**src/rtl/keypad_pkg.sv**
```systemverilog
// keypad_pkg: shared types and constants for the 4x4 keypad scanner.
//   state_e         scanner FSM states (SCAN, DEBOUNCE, HELD)
//   ROW_IDLE        row drive value after reset (row 0 driven low)
//   COL_NONE        column pattern with no key pressed (all pulled up)
//   NUM_ROWS/COLS   matrix geometry
//   KEY_W           key code width (row * 4 + col)
//   lowest_low_col  index of the lowest active-low column in a pattern
package keypad_pkg;

  localparam int NUM_ROWS = 4;
  localparam int NUM_COLS = 4;
  localparam int KEY_W    = 4;

  localparam logic [NUM_ROWS-1:0] ROW_IDLE = 4'b1110;
  localparam logic [NUM_COLS-1:0] COL_NONE = 4'hF;

  typedef enum logic [1:0] {
    SCAN     = 2'd0,
    DEBOUNCE = 2'd1,
    HELD     = 2'd2
  } state_e;

  // Several keys in one row may be low together; the lowest column wins.
  function automatic logic [1:0] lowest_low_col(input logic [NUM_COLS-1:0] pat);
    logic [1:0] idx;
    idx = 2'd0;
    for (int i = NUM_COLS - 1; i >= 0; i--) begin
      if (!pat[i]) idx = 2'(i);
    end
    return idx;
  endfunction

endpackage

```
**src/rtl/keypad_sync.sv**
```systemverilog
// keypad_sync: two-flop synchronizer for the asynchronous column inputs.
// Ports:
//   clk     in  system clock
//   rst_n   in  asynchronous active-low reset (flops reset to COL_NONE)
//   d_in    in  W-bit asynchronous input
//   d_sync  out W-bit synchronized output, two clocks of latency
module keypad_sync
  import keypad_pkg::*;
#(
  parameter int W = NUM_COLS
) (
  input  logic         clk,
  input  logic         rst_n,
  input  logic [W-1:0] d_in,
  output logic [W-1:0] d_sync
);

  logic [W-1:0] meta_q, meta_d;
  logic [W-1:0] sync_q, sync_d;

  always_comb begin
    meta_d = d_in;
    sync_d = meta_q;
  end

  // Reset to "no key" so a reset never looks like a press.
  always_ff @(posedge clk or negedge rst_n) begin
    if (!rst_n) begin
      meta_q <= W'(COL_NONE);
      sync_q <= W'(COL_NONE);
    end else begin
      meta_q <= meta_d;
      sync_q <= sync_d;
    end
  end

  assign d_sync = sync_q;

endmodule

```
**src/rtl/keypad_scanner.sv**
```systemverilog
// keypad_scanner: scans a 4x4 active-low key matrix one row at a time,
// debounces presses and releases, and reports each accepted key.
// Ports:
//   clk        in   system clock
//   rst_n      in   asynchronous active-low reset
//   COL[3:0]   in   matrix columns, active-low, asynchronous to clk
//   ROW[3:0]   out  matrix rows, active-low, exactly one bit low
//   key_valid  out  one-cycle strobe when a key is accepted (or repeats)
//   key_code   out  row*4+col of the accepted key, held until next accept
//   key_held   out  high while the accepted key remains pressed
// Strobe semantics: key_valid is a pure strobe with no back-pressure; a
// consumer must take key_code in the cycle key_valid is high. It never stays
// high two cycles in a row because decisions happen only at slot samples.
// Optional feature: define KEYPAD_REPEAT_EN for auto-repeat while held.
module keypad_scanner
  import keypad_pkg::*;
#(
  parameter int unsigned SCAN_DIV         = 1000,
  parameter int unsigned DEBOUNCE_SAMPLES = 8,
  parameter int unsigned REPEAT_DELAY     = 250,
  parameter int unsigned REPEAT_RATE      = 50
) (
  input  logic             clk,
  input  logic             rst_n,
  input  logic [3:0]       COL,
  output logic [3:0]       ROW,
  output logic             key_valid,
  output logic [KEY_W-1:0] key_code,
  output logic             key_held
);

  localparam int CNT_W = (SCAN_DIV > 1) ? $clog2(SCAN_DIV) : 1;
  localparam int DEB_W = $clog2(DEBOUNCE_SAMPLES + 1);
  localparam int ROW_W = $clog2(NUM_ROWS);

  logic [NUM_COLS-1:0] col_s;

  logic [CNT_W-1:0]    slot_cnt_q, slot_cnt_d;
  state_e              state_q, state_d;
  logic [ROW_W-1:0]    row_idx_q, row_idx_d;
  logic [NUM_COLS-1:0] pat_q, pat_d;
  logic [DEB_W-1:0]    deb_cnt_q, deb_cnt_d;
  logic [DEB_W-1:0]    rel_cnt_q, rel_cnt_d;
  logic                key_valid_q, key_valid_d;
  logic [KEY_W-1:0]    key_code_q, key_code_d;
  logic                key_held_q, key_held_d;

  logic                sample;
  logic [DEB_W-1:0]    deb_inc;
  logic [DEB_W-1:0]    rel_inc;
  logic                rep_fire;

  keypad_sync #(.W(NUM_COLS)) u_sync (
    .clk    (clk),
    .rst_n  (rst_n),
    .d_in   (COL),
    .d_sync (col_s)
  );

  // Columns are looked at once per row slot, on its last clock, so the
  // row drive has settled for the whole slot before the decision.
  assign sample  = (slot_cnt_q == CNT_W'(SCAN_DIV - 1));
  assign deb_inc = deb_cnt_q + DEB_W'(1);
  assign rel_inc = rel_cnt_q + DEB_W'(1);

`ifdef KEYPAD_REPEAT_EN
  localparam int unsigned REP_MAX = (REPEAT_DELAY > REPEAT_RATE) ? REPEAT_DELAY : REPEAT_RATE;
  localparam int REP_W = $clog2(REP_MAX + 1);

  logic [REP_W-1:0] rep_cnt_q, rep_cnt_d, rep_inc;
  logic             rep_phase_q, rep_phase_d;

  assign rep_inc = rep_cnt_q + REP_W'(1);

  // rep_phase_q=0: waiting out the initial delay; 1: periodic repeats.
  // A release sample stops repeating and re-arms the initial delay.
  always_comb begin
    rep_cnt_d   = rep_cnt_q;
    rep_phase_d = rep_phase_q;
    rep_fire    = 1'b0;
    if (state_q != HELD) begin
      rep_cnt_d   = '0;
      rep_phase_d = 1'b0;
    end else if (sample) begin
      if (col_s == COL_NONE) begin
        rep_cnt_d   = '0;
        rep_phase_d = 1'b0;
      end else if (rep_inc == (rep_phase_q ? REP_W'(REPEAT_RATE) : REP_W'(REPEAT_DELAY))) begin
        rep_fire    = 1'b1;
        rep_cnt_d   = '0;
        rep_phase_d = 1'b1;
      end else begin
        rep_cnt_d = rep_inc;
      end
    end
  end

  always_ff @(posedge clk or negedge rst_n) begin
    if (!rst_n) begin
      rep_cnt_q   <= '0;
      rep_phase_q <= 1'b0;
    end else begin
      rep_cnt_q   <= rep_cnt_d;
      rep_phase_q <= rep_phase_d;
    end
  end
`else
  // Repeat timing has no effect in this build.
  logic unused_rep_cfg;
  assign unused_rep_cfg = ^{REPEAT_DELAY, REPEAT_RATE};
  assign rep_fire       = 1'b0;
`endif

  always_comb begin
    slot_cnt_d  = sample ? '0 : slot_cnt_q + CNT_W'(1);
    state_d     = state_q;
    row_idx_d   = row_idx_q;
    pat_d       = pat_q;
    deb_cnt_d   = deb_cnt_q;
    rel_cnt_d   = rel_cnt_q;
    key_valid_d = 1'b0;
    key_code_d  = key_code_q;
    key_held_d  = key_held_q;

    if (sample) begin
      unique case (state_q)
        SCAN: begin
          if (col_s == COL_NONE) begin
            row_idx_d = row_idx_q + ROW_W'(1);
          end else begin
            // Freeze the row and remember which columns were low.
            pat_d     = col_s;
            deb_cnt_d = DEB_W'(1);
            state_d   = DEBOUNCE;
          end
        end
        DEBOUNCE: begin
          if (col_s == pat_q) begin
            if (deb_inc == DEB_W'(DEBOUNCE_SAMPLES)) begin
              key_valid_d = 1'b1;
              key_code_d  = {row_idx_q, lowest_low_col(pat_q)};
              key_held_d  = 1'b1;
              deb_cnt_d   = '0;
              rel_cnt_d   = '0;
              state_d     = HELD;
            end else begin
              deb_cnt_d = deb_inc;
            end
          end else begin
            deb_cnt_d = '0;
            row_idx_d = row_idx_q + ROW_W'(1);
            state_d   = SCAN;
          end
        end
        HELD: begin
          // Only all-released samples count; any low column (even a
          // different one) restarts the release count without a new code.
          if (col_s == COL_NONE) begin
            if (rel_inc == DEB_W'(DEBOUNCE_SAMPLES)) begin
              key_held_d = 1'b0;
              rel_cnt_d  = '0;
              row_idx_d  = row_idx_q + ROW_W'(1);
              state_d    = SCAN;
            end else begin
              rel_cnt_d = rel_inc;
            end
          end else begin
            rel_cnt_d = '0;
          end
        end
        default: state_d = SCAN;
      endcase
    end

    key_valid_d = key_valid_d | rep_fire;
  end

  always_ff @(posedge clk or negedge rst_n) begin
    if (!rst_n) begin
      slot_cnt_q  <= '0;
      state_q     <= SCAN;
      row_idx_q   <= '0;
      pat_q       <= COL_NONE;
      deb_cnt_q   <= '0;
      rel_cnt_q   <= '0;
      key_valid_q <= 1'b0;
      key_code_q  <= '0;
      key_held_q  <= 1'b0;
    end else begin
      slot_cnt_q  <= slot_cnt_d;
      state_q     <= state_d;
      row_idx_q   <= row_idx_d;
      pat_q       <= pat_d;
      deb_cnt_q   <= deb_cnt_d;
      rel_cnt_q   <= rel_cnt_d;
      key_valid_q <= key_valid_d;
      key_code_q  <= key_code_d;
      key_held_q  <= key_held_d;
    end
  end

  // One-hot-low row drive; row_idx 0 gives ROW_IDLE.
  assign ROW       = ~((~ROW_IDLE) << row_idx_q);
  assign key_valid = key_valid_q;
  assign key_code  = key_code_q;
  assign key_held  = key_held_q;

endmodule

```
**config.mk**
```make
export PLATFORM = sky130hd
export DESIGN_NAME = keypad_scanner
export DESIGN_NICKNAME = d
export VERILOG_FILES = /design/src/rtl/keypad_pkg.sv /design/src/rtl/keypad_sync.sv /design/src/rtl/keypad_scanner.sv
export SDC_FILE = /design/constraint.sdc
export NUM_CORES = 1
export LEC_CHECK = 0
export BUFFER_PORTS_ARGS = -buffer_cell sky130_fd_sc_hd__buf_2
export CORE_ASPECT_RATIO = 0.8
export CORE_MARGIN = 1.5
export CORE_UTILIZATION = 35
export CTS_BUF_LIST = sky130_fd_sc_hd__clkbuf_4
export DETAILED_ROUTE_END_ITERATION = 10
export GPL_TIMING_DRIVEN = 0
export REMOVE_ABC_BUFFERS = 1
export SYNTH_ARGS = -nofsm -noshare
export SYNTH_HDL_FRONTEND = slang
export SYNTH_HIERARCHICAL = 1
export SYNTH_SLANG_ARGS = --single-unit
```
**constraint.sdc**
```tcl
create_clock -name clk -period 3.4 [get_ports clk]
set_input_delay 0.85 -clock clk [delete_from_list [all_inputs] [get_ports clk]]
set_output_delay 0.85 -clock clk [all_outputs]
set_load 0.05 [all_outputs]
```
==> results of run 1 <==
[path summary, 6_finish.rpt]
path,to,cells after the start,slack (ps),from
setup / recovery,rel_cnt_q[0],5,1080,pat_q[0]
hold / removal,u_sync/d_sync[2],0,360,u_sync/meta_q[2]
setup reg to reg,rel_cnt_q[0],5,1080,pat_q[0]
hold reg to reg,u_sync/d_sync[2],0,360,u_sync/meta_q[2]
max in group asynchronous,deb_cnt_q[1],1,2240,rst_n
min in group asynchronous,state_q[1],1,600,rst_n
[synth_stat cells, types with 2 or more instances]
library cell | count | share of area, %
dfrtp_1 | 28 | 36
and2_2 | 2 | 0.77
a21boi_0 | 3 | 1.1
nor2b_1 | 2 | 0.64
and3b_1 | 2 | 0.89
and4_1 | 3 | 1.3
a31oi_1 | 4 | 1.3
o21ai_0 | 10 | 2.6
nand4_1 | 2 | 0.64
inv_1 | 11 | 2.1
nand3_2 | 2 | 1.0
nand3_1 | 6 | 1.5
a21o_1 | 2 | 0.77
mux2_2 | 5 | 2.9
nor3_1 | 5 | 1.3
o41ai_1 | 3 | 1.3
clkbuf_2 | 2 | 0.51
xor2_1 | 8 | 3.6
buf_2 | 3 | 0.77
ha_1 | 10 | 6.4
a22o_1 | 2 | 0.89
nor4_1 | 2 | 0.64
nand2b_1 | 3 | 0.96
xnor2_1 | 3 | 1.3
a21oi_1 | 3 | 0.77
nand2_1 | 10 | 1.9
nor2_1 | 11 | 2.1
o22a_1 | 4 | 1.8
dfstp_2 | 12 | 16
[metal layers]
metal	up-vias	track usage [%]	part of all wire [%]
met3	5	4.374	4.2
li1	665	-	-
met5	-	0	0
met1	646	16.58	50
met2	20	19.44	44
met4	0	4.301	1.2
[flip-flops by register name, indices dropped and copies added, names as in the netlist]
| signal | count |
|---|---|
| key_valid | 1 |
| deb_cnt_q | 4 |
| state_q | 2 |
| key_held | 1 |
| key_code | 4 |
| u_sync/d_sync | 4 |
| u_sync/meta_q | 4 |
| row_idx_q | 2 |
| slot_cnt_q | 10 |
| pat_q | 4 |
| rel_cnt_q | 4 |
[power by group through the flow]
stage,logic [uW],registers (uW),clock network [uW]
after global routing,18.2,488,271
after detailed placement,16.2,496,0
after global placement,16.0,496,0
after floorplan,3.12,495,0
final,15.3,488,239
after CTS,16.3,488,253
[final cells by class]
class / instances / share of cell area (%)
Clock buffer: 5 / 1.722
Clock inverter: 3 / 0.8611
Inverter: 11 / 1.894
Multi-Input combinational cell: 121 / 40.64
Sequential cell: 40 / 46.61
Tap cell: 78 / 4.478
Timing Repair Buffer: 16 / 3.789
[per-stage QoR]
stage / hold slack [ps] / utilization, % / area (sq um) / setup TNS (ps) / std cells
final: 364.1 / 40.10 / 2180 / 0 / 274
after global routing: 373.4 / 40.10 / 2180 / 0 / 274
after CTS: 365.7 / 40.10 / 2180 / 0 / 274
after detailed placement: 347.5 / 39.07 / 2123 / 0 / 266
after global placement: 346.9 / 38.81 / 2110 / -66.52 / 265
after floorplan: 345.2 / - / 1937 / 0 / 172
[kinds of logic (layout without fill, tap and decap cells)]
kind of cell	after synthesis	count (layout)	synth area share [%]
AOI/OAI and AO/OA	40	40	14.73
xor gates and xnor gates	11	11	4.911
adders and majority gates	10	10	6.378
buffers and inverters	16	35	3.380
DFF	40	40	51.79
muxes	6	6	3.635
and+or+nand+nor	54	54	15.18
[critical path, delay by kind of cell (launching register included)]
kind	cells	cell delay, ps
DFF	1	580
and+or+nand+nor	2	970
muxes	1	290
xor gates and xnor gates	1	60
AOI/OAI and AO/OA	1	310
==> impl_metrics.csv, run 1 <==
group,metric,value,unit
worst_setup_path,slowest_stage,"nor4_1",
floorplan,design.portCount,16,
global_route,grt-ovfl-total,0,
clock_tree,cts_buffer_depth,2,
power_and_ir_drop,p_sw_share,23.63,%
worst_setup_path,cp_data_arrival_time,2560,ps
yosys,ys_seq_area_share,51.79,%
placed_design,globalplace.congestion,0.8142,
yosys,syn_area_per_cell,11.08,sq um
worst_setup_path,crit_path_start_kind,"flip-flop",
drt,first_pass_iters,4,
layout,layout.nets,211,
clock_tree,root_buffer,"clkbuf_4",
global_route,grt_pass1_wl,6009,microns
power_and_ir_drop,clockPowerShare,32.2,%
layout,syn2layout_area_growth,11.10,%
global_route,grt.total_usage,12.65,%
timing,final_hold_viol_count,0,
yosys,synth_cell_type_count,43,
timing,finalCriticalPeriod,2325,ps
drt,wl_per_cell,12.46,microns
timing,finalMaxSlewViolations,0,
floorplan,die_width,86.71,microns
floorplan,die_area,0.006066,sq mm
layout,num-fill-cells,519,
floorplan,die_h,69.97,microns
clock_tree,cts_tree,"built",
power_and_ir_drop,pwr-share-comb,2.1,%
power_and_ir_drop,p_sw,175.2,uW
layout,regArea,0.001016,sq mm
layout,mostFrequentLayoutCells,"dfrtp_1 (28), buf_2 (15), dfstp_2 (12), inv_1 (11), nor2_1 (11)",
clock_tree,htreeDepth,2,
global_route,grt_pass1_vias,1334,
timing,fmax,0.4301,GHz
clock_tree,worstSkewPairLatency,350,ps
yosys,synthFlopType,"dfrtp_1",
floorplan,start_util,36.10,%
floorplan,core-area,0.005435,sq mm
clock_tree,cts_inserted_buffers,5,
worst_setup_path,cp_cell_sequence,"xor2_1 -> nor4_1 -> a31oi_1 -> nand2b_1 -> mux2_2",
timing,rsz0062_at_grt,"no",
timing,setup_slack,1075,ps
status,status,"complete, no violations",
timing,relSlewSlack,41.21,%
worst_hold_path,min_path_type,"flip-flop to flip-flop",
worst_setup_path,required,3640,ps
power_and_ir_drop,ir_drop,0.1255,mV
global_route,grt_antenna_before_repair,0,
worst_setup_path,end_kind,"flip-flop",
drt,vias,1336,
layout,diodes,0,
drt,totalWireLength,3415,microns
power_and_ir_drop,leakage,0.0009727,uW
drt,ant_nets,0,
drt,initialDrtViolationCount,56,
clock_tree,ctsResizeCount,0,
yosys,syn_area,0.001962,sq mm
job,cap_violations,0,
drt,drc,0,
power_and_ir_drop,p_per_area,340.3,mW/mm^2
layout,mostFrequentLayoutCell,"dfrtp_1",
placed_design,dp_hpwl,2375,microns
clock_tree,post_cts.repair.setup_buffers,0,
timing,setup_viol,0,
placed_design,port_buffers,15,
worst_setup_path,critPathKind,"flip-flop to flip-flop",
placed_design,place_ws,1084,ps
yosys,synth-edff-count,0,
timing,post-route-period-util,68.38,%
power_and_ir_drop,internal-power,566.4,uW
yosys,synth_cells,177,
layout,multiInputGateArea,885.9,sq um
clock_tree,clkTransAtPathRegs,140,ps
power_and_ir_drop,total_power,741.6,uW
layout,drive_gt1_share,25.00,%
worst_setup_path,slowest_delay,690,ps
clock_tree,cts_hold_buf,0,
drt,viasPerCell,4.876,
clock_tree,cts.sinks,40,
timing,worst_pin_slew,881.9,ps
yosys,synth-seq-cells,40,
power_and_ir_drop,pwr-share-seq,65.7,%
floorplan,num_rows,24,
worst_setup_path,cp_max_fo,6,
yosys,ys.warnings.count,6,
timing,finClkSkew,20.02,ps
global_route,grt_max_degree,41,
yosys,ys_async_sr_fraction,100.0,%
No activity file was read; power rests on OpenSTA's default activity.
==> inputs of run 2 (changes only) <==
--- a/config.mk
+++ b/config.mk
@@ -5,6 +5,7 @@
 export SDC_FILE = /design/constraint.sdc
 export NUM_CORES = 1
 export LEC_CHECK = 0
+export ABC_AREA = 1
 export BUFFER_PORTS_ARGS = -buffer_cell sky130_fd_sc_hd__buf_2
 export CORE_ASPECT_RATIO = 0.8
 export CORE_MARGIN = 1.5
==> constraint.sdc (replaced) <==
create_clock -name clk -period 2.3 [get_ports clk]
set_input_delay 0.575 -clock clk [delete_from_list [all_inputs] [get_ports clk]]
set_output_delay 0.575 -clock clk [all_outputs]
set_load 0.05 [all_outputs]
==> run 2 against run 1 <==
Net effect:
- sequential share of layout area decreased by 4.3 points
- cell count increased by 30%
- power increased by 64%
- critical path type is now flip-flop to output pin
- non-clock buffer count decreased by 1
- core utilization increased by 0.47 points
==> impl_metrics.csv, run 2 <==
group,metric,value,unit
layout,mostFrequentLayoutCells,"nand2_1 (58), inv_1 (44), dfrtp_1 (28), nor2_1 (21), nand3_1 (16)",
floorplan,core-area,0.005912,sq mm
clock_tree,cts_hold_buf,0,
yosys,syn_area_per_cell,8.467,sq um
global_route,grt_pass1_wl,6775,microns
yosys,ys_async_sr_fraction,100.0,%
clock_tree,cts.sinks,40,
yosys,syn_area,0.002142,sq mm
worst_setup_path,crit_path_start_kind,"flip-flop",
floorplan,die_width,90.47,microns
clock_tree,htreeDepth,2,
yosys,ys.warnings.count,6,
layout,layout.cell_area.non_filler,0.002399,sq mm
global_route,grt.total_usage,13.19,%
global_route,grt_antenna_before_repair,0,
placed_design,globalplace.congestion,0.7945,
placed_design,port_buffers,15,
placed_design,dp_hpwl,2882,microns
timing,holdWs,310.0,ps
layout,largest_register_ffs,10,
placed_design,placedInstanceArea,0.002318,sq mm
clock_tree,root_buffer,"clkbuf_4",
yosys,synth.area.top_cells,"dfrtp_1 (33%), dfstp_2 (15%), nand2_1 (10%)",
yosys,synth_common_cells,"nand2_1 (58), inv_1 (44), dfrtp_1 (28)",
yosys,yosys.area.top_type_share,32.71,%
global_route,grt-ovfl-total,0,
yosys,ys_seq_area_share,47.43,%
layout,mostFrequentLayoutCell,"nand2_1",
clock_tree,post_cts.repair.setup_buffers,0,
drt,drc,0,
floorplan,die_h,72.97,microns
layout,layout.nets,291,
timing,post-route-period-util,84.73,%
worst_hold_path,min_path_type,"input pin to flip-flop",
clock_tree,ctsResizeCount,0,
worst_setup_path,end_kind,"output pin",
power_and_ir_drop,leakage,0.001214,uW
yosys,synthFlopType,"dfrtp_1",
timing,setup_viol,0,
clock_tree,cts_inserted_buffers,5,
floorplan,design.portCount,16,
floorplan,num_rows,25,
job,cap_violations,0,
timing,finClkSkew,9.750,ps
power_and_ir_drop,p_per_area,507.8,mW/mm^2
timing,final_hold_viol_count,0,
clock_tree,worstSkewPairLatency,350,ps
yosys,synth_cells,253,
timing,fmax,0.5131,GHz
timing,finalMaxSlewViolations,0,
drt,vias,1575,
floorplan,die_area,0.006601,sq mm
drt,ant_nets,0,
worst_setup_path,critPathKind,"flip-flop to output pin",
drt,first_pass_iters,4,
yosys,synth-seq-cells,40,
layout,diodes,0,
drt,initialDrtViolationCount,80,
placed_design,dp.cells,349,
clock_tree,cts_buffer_depth,2,
layout,regMostFlops,"slot_cnt_q",
yosys,synth-edff-count,0,
worst_setup_path,cp_data_arrival_time,1370,ps
yosys,yosysMostFrequentCell,"nand2_1",
yosys,synth_cell_type_count,28,
floorplan,start_util,36.23,%
timing,finalCriticalPeriod,1949,ps
timing,worst_pin_slew,887.4,ps
timing,rsz0062_at_grt,"no",
drt,totalWireLength,3776,microns
power_and_ir_drop,ir_drop,0.1953,mV
global_route,grt_pass1_vias,1487,
timing,final.setup.tns,0,ps
global_route,grt_max_degree,41,
drt,wl_per_cell,10.58,microns
drt,viasPerCell,4.412,
worst_setup_path,required,1730,ps
yosys,synth_top_area_cell,"dfrtp_1",
layout,syn2layout_area_growth,11.97,%
worst_setup_path,cp_max_fo,4,
layout,finalNonFillerCells,357,
clock_tree,cts_tree,"built",
clock_tree,clkTransAtPathRegs,120,ps
layout,drive_gt1_share,22.83,%
timing,relSlewSlack,40.84,%
status,status,"complete, no violations",
[run 2: changes by cell type after synthesis, moves of 5 or more]
cell     delta
inv_1      +33
mux2_2      -5
nand2_1    +48
nand3_1    +10
nor2_1     +10
o21ai_1     +8
o22ai_1     +5
xor2_1      -5
[run 2: path summary, 6_finish.rpt]
check / end / slack, ps / cells past startpoint / startpoint
max: ROW[2] / 350 / 4 / row_idx_q[0]
min: u_sync/meta_q[2] / 310 / 1 / COL[2]
max reg2reg: rel_cnt_q[1] / 670 / 7 / state_q[0]
min reg2reg: u_sync/d_sync[2] / 360 / 0 / u_sync/meta_q[2]
max in group asynchronous: key_code[1] / 1410 / 1 / rst_n
min in group asynchronous: slot_cnt_q[9] / 340 / 1 / rst_n
[run 2: stage by stage]
stage                     utilization (%)  setup WS [ps]  total power, uW
after detailed placement            39.22          673.4            764.4
after global placement              39.22          701.4            763.9
after CTS                           40.57          335.7             1239
after global routing                40.57          253.6             1273
after floorplan                         -          780.8            742.7
final                               40.57          351.2             1218
[run 2: area by class of cell]
cell class / instances / area (sq um)
clock buffer: 6 / 45.04
clock inverter: 2 / 35.03
fill: 593 / 3513
inverter: 48 / 180.2
multi-input combinational: 165 / 945.9
sequential: 40 / 1016
tap: 81 / 101.3
timing repair buffer: 15 / 75.07
[run 2: worst max-delay path: stages, from the launching register on]
cell     delay [ps]
dfrtp_1         420
inv_1           110
ha_1            210
inv_1            40
buf_2           250
[run 2: metal layers]
| layer | routed length [microns] | share of wire, % | up-vias | track usage [%] |
|---|---|---|---|---|
| met1 | 2050 | 54 | 709 | 17.84 |
| li1 | - | - | 842 | - |
| met2 | 1560 | 41 | 19 | 20.30 |
| met5 | 0 | 0 | - | 0 |
| met3 | 108 | 2.9 | 5 | 3.438 |
| met4 | 57 | 1.5 | 0 | 5.291 |
[run 2: power by group]
part | switching, uW | internal [uW] | total (uW)
clock network | 228 | 240 | 468
logic | 21.8 | 6.79 | 28.6
registers | 5.05 | 717 | 722
total | 255 | 963 | 1220
[run 2: cells by family after synthesis]
family / after synthesis / share of synthesized area, %
adder cells (fa/ha/maj): 10 / 5.841
AND/OR/NAND/NOR: 126 / 30.26
flip-flops: 40 / 47.43
XOR/XNOR: 3 / 1.227
AO/OA/AOI/OAI: 26 / 6.835
buffers and inverters: 48 / 8.411
==> inputs of run 3 (changes only) <==
==> constraint.sdc (replaced) <==
create_clock -name clk -period 1.7 [get_ports clk]
set_input_delay 0.425 -clock clk [delete_from_list [all_inputs] [get_ports clk]]
set_output_delay 0.425 -clock clk [all_outputs]
set_load 0.05 [all_outputs]
==> run 3 against run 2 <==
Net effect:
- combinational power is 47% higher
- core utilization is 1.9 points higher
- highest routed layer unchanged
- clock power is 35% higher
- global-route usage hardly changed
- final area is 4.6% higher
- sequential share of layout area is 1.9 points lower
- first-iteration DRC count is 6.3% higher
- clock skew hardly changed
- cell count is 1.1% higher
==> impl_metrics.csv, run 3 (synthesis results as in run 2) <==
group,metric,value,unit
timing,finalMaxSlewViolations,0,
worst_setup_path,crit_path_start_kind,"flip-flop",
drt,totalWireLength,3924,microns
timing,holdWs,162.3,ps
placed_design,placedInstanceArea,0.002318,sq mm
power_and_ir_drop,ir_drop,0.2662,mV
timing,final.setup.tns,0,ps
floorplan,num_rows,25,
worst_setup_path,end_kind,"output pin",
clock_tree,root_buffer,"clkbuf_4",
global_route,grt_antenna_before_repair,0,
placed_design,place_ws,73.39,ps
floorplan,design.portCount,16,
worst_setup_path,required,1270,ps
timing,final_hold_viol_count,0,
clock_tree,clkTransAtPathRegs,120,ps
drt,vias,1618,
placed_design,port_buffers,15,
drt,initialDrtViolationCount,85,
clock_tree,cts_inserted_buffers,5,
drt,first_pass_iters,4,
worst_setup_path,cp_data_arrival_time,1240,ps
layout,layout.cell_area.non_filler,0.002509,sq mm
power_and_ir_drop,pwr-share-comb,2.5,%
timing,worst_pin_slew,882.7,ps
worst_setup_path,critPathKind,"flip-flop to output pin",
floorplan,die_h,72.97,microns
power_and_ir_drop,internal-power,1304,uW
global_route,grt-ovfl-total,0,
clock_tree,cts_hold_buf,0,
power_and_ir_drop,pwr-share-seq,59.2,%
clock_tree,worstSkewPairLatency,340,ps
worst_setup_path,cp_max_fo,4,
placed_design,dp_hpwl,2882,microns
layout,utilization,42.43,%
timing,finClkSkew,10.22,ps
clock_tree,htreeDepth,2,
timing,fmax,0.6000,GHz
power_and_ir_drop,p_per_area,657.3,mW/mm^2
job,cap_violations,0,
drt,ant_nets,0,
timing,finalCriticalPeriod,1667,ps
power_and_ir_drop,leakage,0.001238,uW
layout,num-fill-cells,584,
power_and_ir_drop,p_sw_share,20.91,%
power_and_ir_drop,p_sw,344.8,uW
layout,mostFrequentLayoutCell,"nand2_1",
timing,post-route-period-util,98.04,%
clock_tree,cts.sinks,40,
timing,relSlewSlack,41.15,%
placed_design,globalplace.congestion,0.7945,
timing,setup_viol,0,
layout,diodes,0,
layout,syn2layout_area_growth,17.11,%
global_route,grt_pass1_vias,1500,
floorplan,core-area,0.005912,sq mm
worst_hold_path,min_path_type,"input pin to flip-flop",
floorplan,start_util,36.23,%
floorplan,die_area,0.006601,sq mm
layout,drive_gt1_share,29.64,%
clock_tree,cts_tree,"built",
global_route,grt_max_degree,41,
drt,drc,0,
timing,rsz0062_at_grt,"yes",
clock_tree,cts_buffer_depth,2,
layout,regMostFlops,"slot_cnt_q",
drt,wl_per_cell,10.87,microns
timing,setup_slack,33.24,ps
layout,largest_register_ffs,10,
layout,layout.nets,295,
power_and_ir_drop,clockPowerShare,38.3,%
global_route,grt.total_usage,13.24,%
floorplan,die_width,90.47,microns
global_route,grt_pass1_wl,6810,microns
drt,viasPerCell,4.482,
status,status,"complete, no violations",
layout,mostFrequentLayoutCells,"nand2_1 (56), inv_1 (39), dfrtp_1 (28), nor2_1 (19), nand3_1 (15)",
[run 3: changes by cell type in the layout (fill, tap and decap cells not counted), sizes merged]
cell	previous run	this run
buf	15	19
[run 3: per-stage QoR]
stage	cells	power (uW)
floorplan	253	1005
global placement	349	1034
detailed placement	349	1034
CTS	358	1677
global route	361	1726
finish	361	1649
[run 3: worst max-delay path: stages, from the launching register on]
cell and delay (ps):
dfrtp_1 440, inv_2 80, ha_2 190, inv_2 50, buf_6 150
[run 3: path summary, 6_finish.rpt]
path / cells after the start / slack (ps) / from / to
setup / recovery: 4 / 30 / row_idx_q[0] / ROW[0]
max in group asynchronous: 1 / 960 / rst_n / key_code[1]
hold reg to reg: 0 / 360 / u_sync/meta_q[2] / u_sync/d_sync[2]
hold / removal: 1 / 160 / COL[2] / u_sync/meta_q[2]
setup reg to reg: 7 / 130 / state_q[0] / rel_cnt_q[1]
min in group asynchronous: 1 / 190 / rst_n / slot_cnt_q[9]
[run 3: layer usage]
layer	vias to the layer above	GRT usage (%)	routed length [microns]
met4	0	5.291	53
li1	848	-	-
met2	27	20.63	1682
met1	738	17.70	2053
met3	5	3.438	134
met5	-	0	0
[run 3: area by class of cell]
class	count	area (sq um)	share of cell area [%]
Tap cell	81	101.3	4.040
Clock inverter	2	35.03	1.397
Clock buffer	6	45.04	1.796
Timing Repair Buffer	19	130.1	5.187
Sequential cell	40	1016	40.50
Inverter	48	180.2	7.182
Multi-Input combinational cell	165	1001	39.90
[run 3: timing repair]
action                     in CTS  in global routing
gates resized for setup         8                 20
buffers inserted                1                  3
pin swaps                       0                  1
setup endpoints to repair       4                 19
[run 3: power groups by stage]
stage                     logic [uW]  clock network (uW)  registers [uW]
final                           41.9                 631             976
after detailed placement        40.6                   0             993
after CTS                       41.0                 659             977
after global routing            49.7                 698             978
after floorplan                 13.5                   0             991
after global placement          40.2                   0             993
